## src/rtl/bus_dma_master_pkg.sv

```systemverilog
// Shared definitions for the bus DMA master: FSM encoding, strobe patterns and word size.
package bus_dma_master_pkg;

  typedef enum logic [2:0] {
    ST_IDLE,
    ST_RD,
    ST_RD_GAP,
    ST_WR,
    ST_WR_GAP,
    ST_DONE
  } dma_state_t;

  localparam logic [3:0] WSTRB_READ = 4'h0;
  localparam logic [3:0] WSTRB_WORD = 4'hF;
  localparam int unsigned WORD_BYTES = 4;

endpackage

```

## src/rtl/bus_dma_master_port.sv

```systemverilog
// Single-transaction initiator: registers one request and holds it until m_ready.
// Optional wait timeout is built only when BUS_DMA_TIMEOUT_EN is defined.
module bus_master_port
  import bus_dma_master_pkg::*;
#(
  parameter int ADDR_W         = 32,
  parameter int TIMEOUT_CYCLES = 255
) (
  input  logic              clk,
  input  logic              reset_n,
  input  logic              launch,
  input  logic              is_write,
  input  logic [ADDR_W-1:0] addr,
  input  logic [31:0]       wdata,
  output logic              xfer_done,
  output logic              timeout,
  output logic              m_select,
  output logic [3:0]        m_wstrb,
  output logic [ADDR_W-1:0] m_addr,
  output logic [31:0]       m_wdata,
  input  logic              m_ready
);

  // A ready outside an active request (e.g. trailing into a gap) never counts.
  assign xfer_done = m_select && m_ready;

  always_ff @(posedge clk or negedge reset_n) begin
    if (!reset_n) begin
      m_select <= 1'b0;
      m_wstrb  <= WSTRB_READ;
      m_addr   <= '0;
      m_wdata  <= '0;
    end else if (launch) begin
      m_select <= 1'b1;
      m_wstrb  <= is_write ? WSTRB_WORD : WSTRB_READ;
      m_addr   <= addr;
      m_wdata  <= wdata;
    end else if (xfer_done || timeout) begin
      m_select <= 1'b0;
    end
  end

`ifdef BUS_DMA_TIMEOUT_EN
  localparam int TW = $clog2(TIMEOUT_CYCLES + 1);
  localparam logic [TW-1:0] LIMIT = TW'(TIMEOUT_CYCLES - 1);

  logic [TW-1:0] wait_cnt;

  always_ff @(posedge clk or negedge reset_n) begin
    if (!reset_n) begin
      wait_cnt <= '0;
    end else if (launch) begin
      wait_cnt <= '0;
    end else if (m_select && !m_ready) begin
      wait_cnt <= wait_cnt + TW'(1);
    end
  end

  // Fires on the last unacknowledged cycle so select is high exactly TIMEOUT_CYCLES cycles.
  assign timeout = m_select && !m_ready && (wait_cnt == LIMIT);
`else
  assign timeout = 1'b0;
`endif

endmodule

```

## src/rtl/bus_dma_master.sv

```systemverilog
// Word-granular memory-to-memory copy engine on the picoRV peripheral bus.
// Optional feature macro: BUS_DMA_TIMEOUT_EN (bounded wait for m_ready, sets error).
module bus_dma_master
  import bus_dma_master_pkg::*;
#(
  parameter int ADDR_W         = 32,
  parameter int CNT_W          = 16,
  parameter int TIMEOUT_CYCLES = 255
) (
  input  logic              clk,
  input  logic              reset_n,
  input  logic              start,
  input  logic [ADDR_W-1:0] src_addr,
  input  logic [ADDR_W-1:0] dst_addr,
  input  logic [CNT_W-1:0]  count,
  input  logic              src_inc,
  input  logic              dst_inc,
  output logic              busy,
  output logic              done,
  output logic              error,
  output logic              m_select,
  output logic [3:0]        m_wstrb,
  output logic [ADDR_W-1:0] m_addr,
  output logic [31:0]       m_wdata,
  input  logic              m_ready,
  input  logic [31:0]       m_rdata
);

  dma_state_t        state, state_d;
  logic [ADDR_W-1:0] src_cur, dst_cur, launch_addr;
  logic [CNT_W-1:0]  remaining;
  logic              src_inc_q, dst_inc_q;
  logic [31:0]       data_q;
  logic              launch, launch_write, accept, capture, advance;
  logic              xfer_done, timeout;

  always_comb begin
    state_d      = state;
    launch       = 1'b0;
    launch_write = 1'b0;
    launch_addr  = src_cur;
    accept       = 1'b0;
    capture      = 1'b0;
    advance      = 1'b0;
    case (state)
      ST_IDLE: begin
        if (start) begin
          accept = 1'b1;
          if (count != '0) begin
            state_d     = ST_RD;
            launch      = 1'b1;
            launch_addr = src_addr;
          end else begin
            state_d = ST_DONE;
          end
        end
      end
      ST_RD: begin
        if (xfer_done) begin
          capture = 1'b1;
          state_d = ST_RD_GAP;
        end else if (timeout) begin
          state_d = ST_DONE;
        end
      end
      ST_RD_GAP: begin
        state_d      = ST_WR;
        launch       = 1'b1;
        launch_write = 1'b1;
        launch_addr  = dst_cur;
      end
      ST_WR: begin
        if (xfer_done) begin
          advance = 1'b1;
          state_d = ST_WR_GAP;
        end else if (timeout) begin
          state_d = ST_DONE;
        end
      end
      ST_WR_GAP: begin
        if (remaining != '0) begin
          state_d = ST_RD;
          launch  = 1'b1;
        end else begin
          state_d = ST_DONE;
        end
      end
      ST_DONE: state_d = ST_IDLE;
      default: state_d = ST_IDLE;
    endcase
  end

  // busy/done are registered from the next state so they line up with the bus request.
  always_ff @(posedge clk or negedge reset_n) begin
    if (!reset_n) begin
      state <= ST_IDLE;
      busy  <= 1'b0;
      done  <= 1'b0;
    end else begin
      state <= state_d;
      busy  <= (state_d == ST_RD) || (state_d == ST_RD_GAP) ||
               (state_d == ST_WR) || (state_d == ST_WR_GAP);
      done  <= (state_d == ST_DONE);
    end
  end

  always_ff @(posedge clk or negedge reset_n) begin
    if (!reset_n) begin
      src_cur   <= '0;
      dst_cur   <= '0;
      remaining <= '0;
      src_inc_q <= 1'b0;
      dst_inc_q <= 1'b0;
      data_q    <= '0;
    end else begin
      if (accept) begin
        src_cur   <= src_addr;
        dst_cur   <= dst_addr;
        remaining <= count;
        src_inc_q <= src_inc;
        dst_inc_q <= dst_inc;
      end
      if (capture) data_q <= m_rdata;
      if (advance) begin
        remaining <= remaining - CNT_W'(1);
        src_cur   <= src_cur + (src_inc_q ? ADDR_W'(WORD_BYTES) : '0);
        dst_cur   <= dst_cur + (dst_inc_q ? ADDR_W'(WORD_BYTES) : '0);
      end
    end
  end

`ifdef BUS_DMA_TIMEOUT_EN
  always_ff @(posedge clk or negedge reset_n) begin
    if (!reset_n) begin
      error <= 1'b0;
    end else if (accept) begin
      error <= 1'b0;
    end else if (timeout) begin
      error <= 1'b1;
    end
  end
`else
  assign error = 1'b0;
`endif

  bus_master_port #(
    .ADDR_W         (ADDR_W),
    .TIMEOUT_CYCLES (TIMEOUT_CYCLES)
  ) u_port (
    .clk       (clk),
    .reset_n   (reset_n),
    .launch    (launch),
    .is_write  (launch_write),
    .addr      (launch_addr),
    .wdata     (data_q),
    .xfer_done (xfer_done),
    .timeout   (timeout),
    .m_select  (m_select),
    .m_wstrb   (m_wstrb),
    .m_addr    (m_addr),
    .m_wdata   (m_wdata),
    .m_ready   (m_ready)
  );

endmodule

```

## config.mk

```make
export PLATFORM = sky130hd
export DESIGN_NAME = bus_dma_master
export DESIGN_NICKNAME = d
export VERILOG_FILES = /design/src/rtl/bus_dma_master_pkg.sv /design/src/rtl/bus_dma_master_port.sv /design/src/rtl/bus_dma_master.sv
export SDC_FILE = /design/constraint.sdc
export NUM_CORES = 1
export LEC_CHECK = 0
export CAP_MARGIN = 0
export CORE_AREA = 2 2 134 136
export DETAILED_ROUTE_END_ITERATION = 8
export DIE_AREA = 0 0 136 138
export DONT_BUFFER_PORTS = 1
export GPL_TIMING_DRIVEN = 0
export PLACE_DENSITY = 0.7
export SKIP_CTS_REPAIR_TIMING = 1
export SLEW_MARGIN = 10
export SYNTH_ARGS = -nofsm -noshare
export SYNTH_HDL_FRONTEND = slang
export SYNTH_HIERARCHICAL = 1
export SYNTH_SLANG_ARGS = --single-unit
```

## constraint.sdc

```tcl
create_clock -name clk -period 3.6 [get_ports clk]
set_clock_uncertainty 0.1 [all_clocks]
set_input_delay 0.72 -clock clk [delete_from_list [all_inputs] [get_ports clk]]
set_output_delay 0.72 -clock clk [all_outputs]
set_load 0.03 [all_outputs]
```

# Word level (Yosys, flattened, before mapping)
# Index checks and enable logic that the tools add are counted.
# totals
in_bits	118
mem_bits_ro	0
ff_bits	188
elab_cells	64
latchBits	0
ramBits	0
out_inout_bits	72
mem_count	0
# classes
order_cmp	0
n_eq_ne	9
n_reduce_logical	9
n_shift	0
n_mul	0
mux	30
n_div	0
n_addsub	3
bitwise	0
# op_table
operator	count
$mux W32	6
$add A32 B3 Y32	2
$pmux W32 S2	1
$mux W16	2
$reduce_bool A16 Y1	2
$mux W3	7
$sub A16 B1 Y16 const B	1
$pmux W3 S5	1
$eq A3 B2 Y1 const B	4
$mux W1	11
$eq A3 B3 Y1 const B	3
$eq A3 B1 Y1 const B	2
$mux W4	1
$reduce_bool A2 Y1	2
$logic_not A3 Y1	1
$logic_or A1 B1 Y1	3
$pmux W1 S3	1
$logic_and A1 B1 Y1	1

# Longest topological paths before layout
# Gate-level depths: netlist of run 1.
# logic_depth
ltp_word	8
depth_mapped	10
depth_no_buf	7

# Modules after synthesis
# Netlist of run 1, hierarchy kept.
# modules_own_cells
mod	cells_per_inst	seq_area_each_um2	area_per_inst_um2	n_inst
bus_dma_master	747	2977.9	6777.8	1
bus_master_port	146	1651.6	2647.5	1

# Least setup slack after synthesis of run 1
# OpenSTA, ideal clock, no wires.
# synth_timing
kind	input-to-reg
startpoint	in count[2]
endpoint	reg u_port.m_addr[0]
path_stages	10
setup_time_ps	125
required_time_ps	3375
arrival_ps	2907
path_slack_ps	468
path_buffers	4
cell_sequence	or4_1 -> o41ai_2 -> or2_1 -> and2_1 -> buf_2 -> buf_4 -> nand2_1 -> buf_6 -> buf_6 -> mux2_4
# synth_via
elab_chain_cells	4
word_cells_on_any_way	7
cone_classes	6 x mux; 1 x reduce/logical
# synth_lines
item	line	rtl
start: declaration	bus_dma_master.sv:15	input logic [CNT_W-1:0] count,
$reduce_bool A16 Y1	bus_dma_master.sv:49	if (count != '0) begin
$mux W1	bus_dma_master.sv:49	
$mux W1	bus_dma_master.sv:47	if (start) begin
$pmux W1 S3	bus_dma_master.sv:45	case (state)
via launch	bus_dma_master.sv:34	logic launch, launch_write, accept, capture, advance;
end signal: assignment	bus_dma_master_port.sv:36	m_addr <= addr;
end: declaration	bus_dma_master_port.sv:19	output logic [ADDR_W-1:0] m_addr,
# The timed path passes the listed nets, and every way through them passes these cells.
# A chain may end at the register's enable or synchronous reset.

# Final worst setup path of run 1
# layout_timing
startpoint	in count[2]
endpoint	reg u_port.m_addr[16]
# Same word-level chain as after synthesis.

==> out/metrics.cfg, run 1 <==
[power_and_ir_drop]
leakage_nw=4.27
p_switching_w=0.00442
total_power_w=0.0103
power_density_nw_per_um2=1000
vdd_drop_max_v=0.000466
switching_share_pct=42.8
clockPowerShare_pct=18.9
combPwrFrac_pct=34.7
p_int_w=0.00591
p_seq_share_pct=46.4

[placed_design]
gp_congestion=0.958
place.port_buffers=0
dp_hpwl_um=20000
place_inst=1122
placed_area_sq_um=9710

[clock_tree]
clk_latency_ns=0.45
cts.sinks=185
ctsLongestPathBuffers=2
cts_tree=built
htreeDepth=4
cts_inserted_buffers=17
clk_pin_slew_ns=0.07
clock-root-buffer=clkbuf_16

[grt]
overflow=0
grtUsageTotal_pct=30.3
antenna_found_initial=0
grt_pass1_vias=7406
grt_pass1_wl_um=43000
grt_max_degree=186

[synthesis]
syn-cell-area_sq_um=9430
async_flop_share_pct=100
synth-compound-area-share_pct=14.3
syn_avg_cell_area_sq_um=10.6
synth_flop_cell=dfrtp_1
synthesis.instances=893
seq_area_frac_synth_pct=49.1
synth_top_family_by_area=simple AND/OR/NAND/NOR gates
synthSimpleGateAreaFrac_pct=17.8
synth_edf_count=0
synth_xor_area_share_pct=0.186
synth_warnings=6
synthAdderAreaFrac_pct=0.796
yosysUniqueCellTypes=56
syn-num-nets=1017
synthMuxAreaShare_pct=13.9
synth-seq-cells=185

[worst_setup_path]
worst-r2r-setup-slack_ns=0.29
crit_path_frequent_cell=buf_6
slowest_delay_ns=0.79
required_ns=3.83
cp-end-kind=flip-flop
r2r-start=state[0]
r2r_end=dst_cur[4]
slowest_stage=o41ai_2
critPathTopFamily=simple AND/OR/NAND/NOR gates
crit_type=input pin to flip-flop
worstPathCellList=or4_1 -> o41ai_2 -> or2_1 -> and2_1 -> buf_2 -> buf_4 -> nand2_1 -> buf_6 -> buf_6 -> mux2_4
critPathMaxFanout=10
arrival_ns=3.66
path_buf_inv=4
crit_path_start_kind=input pin
crit_cells=10
reg2reg_depth=8

[drt]
route.vias.total=7580
viasPerCell=6.57
first_pass_iters=6
drt-total-wl_um=28000
first_iter_violations=860
drc=0
routedWlPerCell_um=24.2
drt.antenna.violating_nets=0

[timing]
timing.final.crit_share_pct=95.4
fmax_ghz=0.291
timing.final.crit_period_ns=3.43
hold_violations=185
setup_viol=0
slew_violations=0
worst_pin_slew_ns=1.21
hold_slack_ns=-0.134
slew_headroom_pct=18.3
fin_setup_tns_ns=0
rsz0062_at_grt=false

[final_layout]
final_cell_mix=dfrtp_1, nand2_1, mux2_2, nor2_1
drive_gt1_share_pct=17.6
layout.nets=1036
utilization_pct=58.9
diodes=0
fin_area_sq_um=10300
finalNonFillerCells=1154
layout_commonest_cell=dfrtp_1
syn2layout_area_growth_pct=9.62

[floorplan]
die_height_um=138
ioPinCount=190
dieWidth_um=136
die-area_sq_um=18800
start_util_pct=53.8
rows=49
core-area_sq_um=17500

[flow_run]
drv_cap=0

[run_status]
status=finished with violations
violations=negative hold slack

[hold_path]
worstHoldPathType=input pin to async pin

synthesized netlist by cell type (all sizes together), types with 5 or more instances:
cell,n,area (sq um)
and4,5,43.8
a21oi,16,80.1
and3,8,50.1
nand3,45,225
nor2,55,206
a221o,45,450
and2,6,37.5
dfrtp,185,4630
a21o,7,52.6
inv,11,41.3
nor4,15,93.8
or3,9,56.3
nand2,136,510
mux2,99,1260
clkbuf,35,133
nand4,20,125
o211ai,32,240
ha,6,75.1
o311ai,23,201
or4,11,90.1
o21ai,32,160
nor3,19,100
mux2i,5,50.1
buf,28,188
layer usage:
metal	wire, um	GRT usage [%]
met1	11900	44.3
met5	0	0
met4	624	8.99
met3	2870	7.88
met2	12500	44.4
power groups by stage:
stage	Combinational (W)	Clock, W	Sequential [W]
final	0.00359	0.00195	0.00479
after global routing	0.00390	0.00208	0.00492
after CTS	0.00356	0.00197	0.00477
after detailed placement	0.00355	0	0.00481
after global placement	0.00345	0	0.00476
after floorplan	0.00284	0	0.00444
final cells by class:
type	instances	area, sq um
Tap cell	229	287
Clock inverter	14	181
Multi-Input combinational cell	634	4430
Sequential cell	185	4630
Fill cell	1524	7200
Buffer	63	320
Inverter	11	41.3
Clock buffer	18	439
per-stage QoR:
| step | hold slack (ns) | setup slack (ns) |
|---|---|---|
| 4_1_cts | -0.143 | 0.207 |
| 2_1_floorplan | 0.324 | 0.468 |
| 3_5_place_dp | 0.330 | -0.231 |
| 6_report | -0.134 | 0.166 |
| 5_1_grt | -0.153 | 0.0712 |
| 3_3_place_gp | 0.330 | -0.251 |
sequential cells by signal, summed over array words and instances (netlist names):
register         cells
u_port/m_wstrb       1
dst_cur             32
done                 1
busy                 1
dst_inc_q            1
data_q              32
src_cur             32
u_port/m_addr       32
u_port/m_select      1
state                3
src_inc_q            1
remaining           16
u_port/m_wdata      32
kinds of logic after synthesis:
kind of cell	count (synthesis)
other	2
multiplexers	104
XOR/XNOR	2
adder cells (fa/ha/maj)	6
AND/OR/NAND/NOR	345
buffers and inverters	74
AO/OA/AOI/OAI	175
flip-flops	185
how the worst max path moves through the flow:
stage | to | slack, ns | from
2_1_floorplan | u_port/m_addr[0] | 0.47 | count[2]
3_3_place_gp | u_port/m_addr[17] | -0.25 | count[2]
3_5_place_dp | u_port/m_addr[16] | -0.23 | count[2]
4_1_cts | u_port/m_addr[16] | 0.21 | count[2]
5_1_grt | u_port/m_addr[16] | 0.07 | count[2]
6_report | u_port/m_addr[16] | 0.17 | count[2]
No activity file was read; power rests on OpenSTA's default activity.
==> inputs of run 2 (changes only) <==
--- a/config.mk
+++ b/config.mk
@@ -5,7 +5,7 @@
 export SDC_FILE = /design/constraint.sdc
 export NUM_CORES = 1
 export LEC_CHECK = 0
-export CAP_MARGIN = 0
+export CAP_MARGIN = 40
 export CORE_AREA = 2 2 134 136
 export DETAILED_ROUTE_END_ITERATION = 8
 export DIE_AREA = 0 0 136 138
==> constraint.sdc (replaced) <==
create_clock -name clk -period 3.5 [get_ports clk]
set_clock_uncertainty 0.1 [all_clocks]
set_input_delay 0.7 -clock clk [delete_from_list [all_inputs] [get_ports clk]]
set_output_delay 0.7 -clock clk [all_outputs]
set_load 0.03 [all_outputs]
==> out/metrics.cfg, run 2 (same netlist as run 1, synthesis figures left out) <==
[drt]
drt.antenna.violating_nets=0  ; unchanged
viasPerCell=6.54  ; -0.44%
route.vias.total=7560  ; -0.26%
first_iter_violations=853  ; -0.81%
drc=0  ; unchanged
first_pass_iters=5  ; -1
routedWlPerCell_um=24.2  ; -0.23%
drt-total-wl_um=27900  ; about the same

[power_and_ir_drop]
p_seq_share_pct=46.5  ; about the same
combPwrFrac_pct=34.8  ; about the same
p_int_w=0.00608  ; +2.8%
leakage_nw=4.29  ; +0.46%
switching_share_pct=42.7  ; -0.076 points
vdd_drop_max_v=0.000516  ; +11%
power_density_nw_per_um2=1020  ; +2.4%
clockPowerShare_pct=18.7  ; -0.2 points
p_switching_w=0.00454  ; +2.5%

[timing]
slew_violations=0  ; unchanged
timing.final.crit_period_ns=3.27
hold_violations=185  ; unchanged
fin_ws_ns=0.226  ; +0.0600 ns
slew_headroom_pct=43.0  ; +25 points
rsz0062_at_grt=false
hold_slack_ns=-0.146  ; -0.0111 ns
worst_pin_slew_ns=0.848  ; -0.366 ns
timing.final.crit_share_pct=93.5
fmax_ghz=0.305
setup_viol=0  ; unchanged
fin_setup_tns_ns=0  ; unchanged

[clock_tree]
htreeDepth=4  ; unchanged
cts_inserted_buffers=17  ; unchanged
clk_latency_ns=0.44  ; about the same
cts_tree=built
cts.sinks=185  ; unchanged
ctsLongestPathBuffers=2  ; unchanged
clock-root-buffer=clkbuf_16
clk_pin_slew_ns=0.07  ; about the same

[floorplan]
start_util_pct=53.8  ; unchanged
die-area_sq_um=18800  ; unchanged
dieWidth_um=136  ; unchanged
core-area_sq_um=17500  ; unchanged
die_height_um=138  ; unchanged
ioPinCount=190  ; unchanged
rows=49  ; unchanged

[flow_run]
drv_cap=0  ; unchanged

[grt]
grt_max_degree=186  ; unchanged
grtUsageTotal_pct=29.8  ; -0.50 points
grt_pass1_vias=7333  ; -0.99%
overflow=0  ; unchanged
antenna_found_initial=0  ; unchanged
grt_pass1_wl_um=42300  ; -1.6%

[final_layout]
layout.nets=1038  ; +0.19%
fin_area_sq_um=10400  ; +0.27%
finalNonFillerCells=1156  ; +0.17%
regArea_sq_um=4630  ; unchanged
fillers=1526  ; +0.13%
multi_input_area_sq_um=4450  ; +0.25%
drive_gt1_share_pct=17.8  ; +0.18 points
syn2layout_area_growth_pct=9.92
final_cell_mix=dfrtp_1, nand2_1, mux2_2, nor2_1
diodes=0  ; unchanged
layout_commonest_cell=dfrtp_1

[placed_design]
placed_area_sq_um=9730  ; +0.18%
dp_hpwl_um=20000  ; -0.29%
gp_congestion=0.958  ; unchanged
place.port_buffers=0  ; unchanged
place_inst=1124  ; +0.18%
post-place-ws_ns=-0.294  ; -0.0630 ns

[worst_setup_path]
critPathMaxFanout=10  ; unchanged
arrival_ns=3.53  ; -0.13 ns
worst-r2r-setup-slack_ns=0.23  ; -0.06 ns
slowest_delay_ns=0.61  ; -0.18 ns
slowest_stage=clkbuf_1
crit_path_start_kind=flip-flop
worstPathCellList=nor3_1 -> and2_1 -> clkbuf_1 -> clkbuf_1 -> clkbuf_1 -> clkbuf_1 -> nand2_1 -> o211ai_1
crit_path_frequent_cell=clkbuf_1
required_ns=3.76  ; -0.07 ns
crit_type=flip-flop to flip-flop
cp-end-kind=flip-flop

[run_status]
status=finished with violations
violations=negative hold slack

[hold_path]
worstHoldPathType=input pin to async pin

==> run 2: final timing paths <==
kind | startpoint | end | cells past startpoint
min in group clk | dst_inc | dst_inc_q | 2
min | reset_n | u_port/m_addr[24] | 0
min reg2reg | src_cur[1] | src_cur[1] | 2
max | state[0] | dst_cur[4] | 8
max reg2reg | state[0] | dst_cur[4] | 8
max in group asynchronous | reset_n | src_cur[31] | 0
==> run 2: through the flow <==
stage,power (W),utilization (%)
2_1_floorplan,0.00749,-
3_3_place_gp,0.00844,55.4
3_5_place_dp,0.00859,55.5
4_1_cts,0.0106,59.0
5_1_grt,0.0112,59.1
6_report,0.0106,59.1
==> run 2: layout make-up <==
| cell class | instances | area share, % |
|---|---|---|
| flip-flops and latches | 185 | 44.7 |
| inverters | 11 | 0.399 |
| multi-input cells | 634 | 42.9 |
| plain buffers | 63 | 3.09 |
| clock buffers | 17 | 4.11 |
| repair buffers | 2 | 0.169 |
| clock inverters | 15 | 1.87 |
| well taps | 229 | 2.77 |
==> run 2: power groups by stage <==
stage / Sequential [W] / Clock, W / Combinational (W)
2_1_floorplan: 0.00457 / 0 / 0.00292
3_5_place_dp: 0.00494 / 0 / 0.00365
4_1_cts: 0.00490 / 0.00201 / 0.00367
6_report: 0.00493 / 0.00199 / 0.00369
5_1_grt: 0.00506 / 0.00211 / 0.00401
3_3_place_gp: 0.00490 / 0 / 0.00354
==> run 2: critical path: cells and delay by family, from the launching register on <==
kind            cells  cell delay, ns
flops               1            0.43
compound gates      1            0.12
buf+inv             4            1.94
simple gates        3            0.60
==> run 2: routing by layer <==
metal / wire length (um) / GRT usage (%) / vias to the layer above
met5: 0 / 0 / -
met1: 11600 / 42.6 / 3716
li1: - / - / 3377
met4: 664 / 9.70 / 0
met3: 3030 / 7.44 / 51
met2: 12600 / 44.5 / 416
==> inputs of run 3 (changes only) <==
--- a/config.mk
+++ b/config.mk
@@ -12,6 +12,7 @@
 export DONT_BUFFER_PORTS = 1
 export GPL_TIMING_DRIVEN = 0
 export PLACE_DENSITY = 0.7
+export REMOVE_ABC_BUFFERS = 1
 export SKIP_CTS_REPAIR_TIMING = 1
 export SLEW_MARGIN = 10
 export SYNTH_ARGS = -nofsm -noshare
==> out/metrics.cfg, run 3 (same netlist as run 1, synthesis figures left out) <==
[worst_setup_path]
critPathMaxFanout=25  ; +15
crit_type=flip-flop to flip-flop
required_ns=3.77  ; about the same
r2r-start=u_port/m_select
timing.critical_path.from=u_port/m_select
cp-end-kind=flip-flop
crit_path_start_kind=flip-flop
arrival_ns=3.67  ; +0.14 ns

[timing]
hold_violations=185  ; unchanged
timing.final.crit_period_ns=3.40  ; +0.124 ns
slew_violations=0  ; unchanged
fmax_ghz=0.294  ; -3.6%
rsz0062_at_grt=false
setup_viol=0  ; unchanged
hold_slack_ns=-0.139  ; +0.00684 ns
slew_headroom_pct=43.1  ; +0.13 points
timing.final.crit_share_pct=97.1  ; +3.5 points
worst_pin_slew_ns=0.845  ; -0.00320 ns
fin_setup_tns_ns=0  ; unchanged

[grt]
grt_pass1_wl_um=38200  ; -9.9%
overflow=0  ; unchanged
grt_max_degree=186  ; unchanged
antenna_found_initial=0  ; unchanged
grt_pass1_vias=7063  ; -3.7%
grtUsageTotal_pct=25.8  ; -3.9 points

[floorplan]
die_height_um=138  ; unchanged
ioPinCount=190  ; unchanged
rows=49  ; unchanged
start_util_pct=53.8  ; unchanged
dieWidth_um=136  ; unchanged
die-area_sq_um=18800  ; unchanged
core-area_sq_um=17500  ; unchanged

[placed_design]
gp_congestion=0.858  ; -10%
place.port_buffers=0  ; unchanged
dp_hpwl_um=16400  ; -18%
placed_area_sq_um=9620  ; -1.1%

[clock_tree]
cts_inserted_buffers=17  ; unchanged
clk_latency_ns=0.43  ; about the same
clock-root-buffer=clkbuf_16
clk_pin_slew_ns=0.08  ; about the same
cts.sinks=185  ; unchanged
ctsLongestPathBuffers=2  ; unchanged
cts_tree=built
htreeDepth=4  ; unchanged

[power_and_ir_drop]
vdd_drop_max_v=0.000439  ; -15%
power_density_nw_per_um2=1010  ; -1.7%
leakage_nw=4.22  ; -1.6%
total_power_w=0.0103  ; -2.9%

[final_layout]
layout_commonest_cell=dfrtp_1
layout.nets=989  ; -4.7%
final_cell_mix=dfrtp_1, nand2_1, mux2_2, nor2_1
diodes=0  ; unchanged
drive_gt1_share_pct=18.3  ; +0.54 points
fin_area_sq_um=10200  ; -1.2%
syn2layout_area_growth_pct=8.60

[drt]
first_iter_violations=614  ; -28%
drt.antenna.violating_nets=0  ; unchanged
viasPerCell=6.53  ; -0.12%
first_pass_iters=6  ; +1
drt-total-wl_um=24700  ; -12%
routedWlPerCell_um=22.3  ; -7.9%
drc=0  ; unchanged
route.vias.total=7231  ; -4.4%

[flow_run]
drv_cap=0  ; unchanged

[run_status]
violations=negative hold slack
status=finished with violations

[hold_path]
worstHoldPathType=input pin to async pin

[run 3: changes by cell type in the layout (fill, tap and decap cells not counted), sizes merged]
cell      before  now
clkinvlp       1    3
bufinv         1    0
nand4b         1    2
clkinv         6    5
buf           29   14
clkbuf        52   17
[run 3: worst max-delay path, cell delays in order (launching register included)]
cell and delay, ns:
dfrtp_1 0.53, and2_1 0.51, nand4b_4 0.47, or4_4 0.69, or4_4 0.59, or3_1 0.33
nand3_1 0.08
[run 3: area by class of cell]
type / count / area (sq um)
Fill cell: 1490 / 7300
Sequential cell: 185 / 4630
Multi-Input combinational cell: 635 / 4490
Clock buffer: 17 / 425
Tap cell: 229 / 287
Timing Repair Buffer: 15 / 208
Clock inverter: 15 / 155
Inverter: 11 / 41.3
[run 3: path summary, 6_finish.rpt]
check / cells past startpoint / slack, ns / to
max: 6 / 0.10 / src_cur[29]
min: 0 / -0.14 / u_port/m_wdata[23]
max reg2reg: 6 / 0.10 / src_cur[29]
min reg2reg: 2 / 0.37 / src_cur[1]
max in group asynchronous: 0 / 3.20 / remaining[13]
min in group clk: 2 / 0.27 / src_inc_q
[run 3: metal layers]
layer	vias to the layer above	wire length (um)	GRT usage, %
li1	3287	-	-
met1	3577	10400	34.7
met2	319	11200	39.7
met3	48	2370	7.66
met4	0	693	9.38
met5	-	0	0
[run 3: report_power, final]
part | internal [W] | switching (W) | total (W)
Combinational | 0.00185 | 0.00157 | 0.00343
Sequential | 0.00317 | 0.00180 | 0.00497
Clock | 0.000954 | 0.000949 | 0.00190
Total | 0.00597 | 0.00433 | 0.0103
[run 3: per-stage QoR]
step,instances,setup slack [ns],util (%),hold slack [ns]
floorplan,830,-2.81,-,0.304
global route,1107,0.0175,58.4,-0.167
detailed placement,1072,-1.10,54.9,0.311
finish,1107,0.102,58.4,-0.139
CTS,1104,-0.664,58.2,-0.156
global placement,1059,-6.15,53.6,0.310
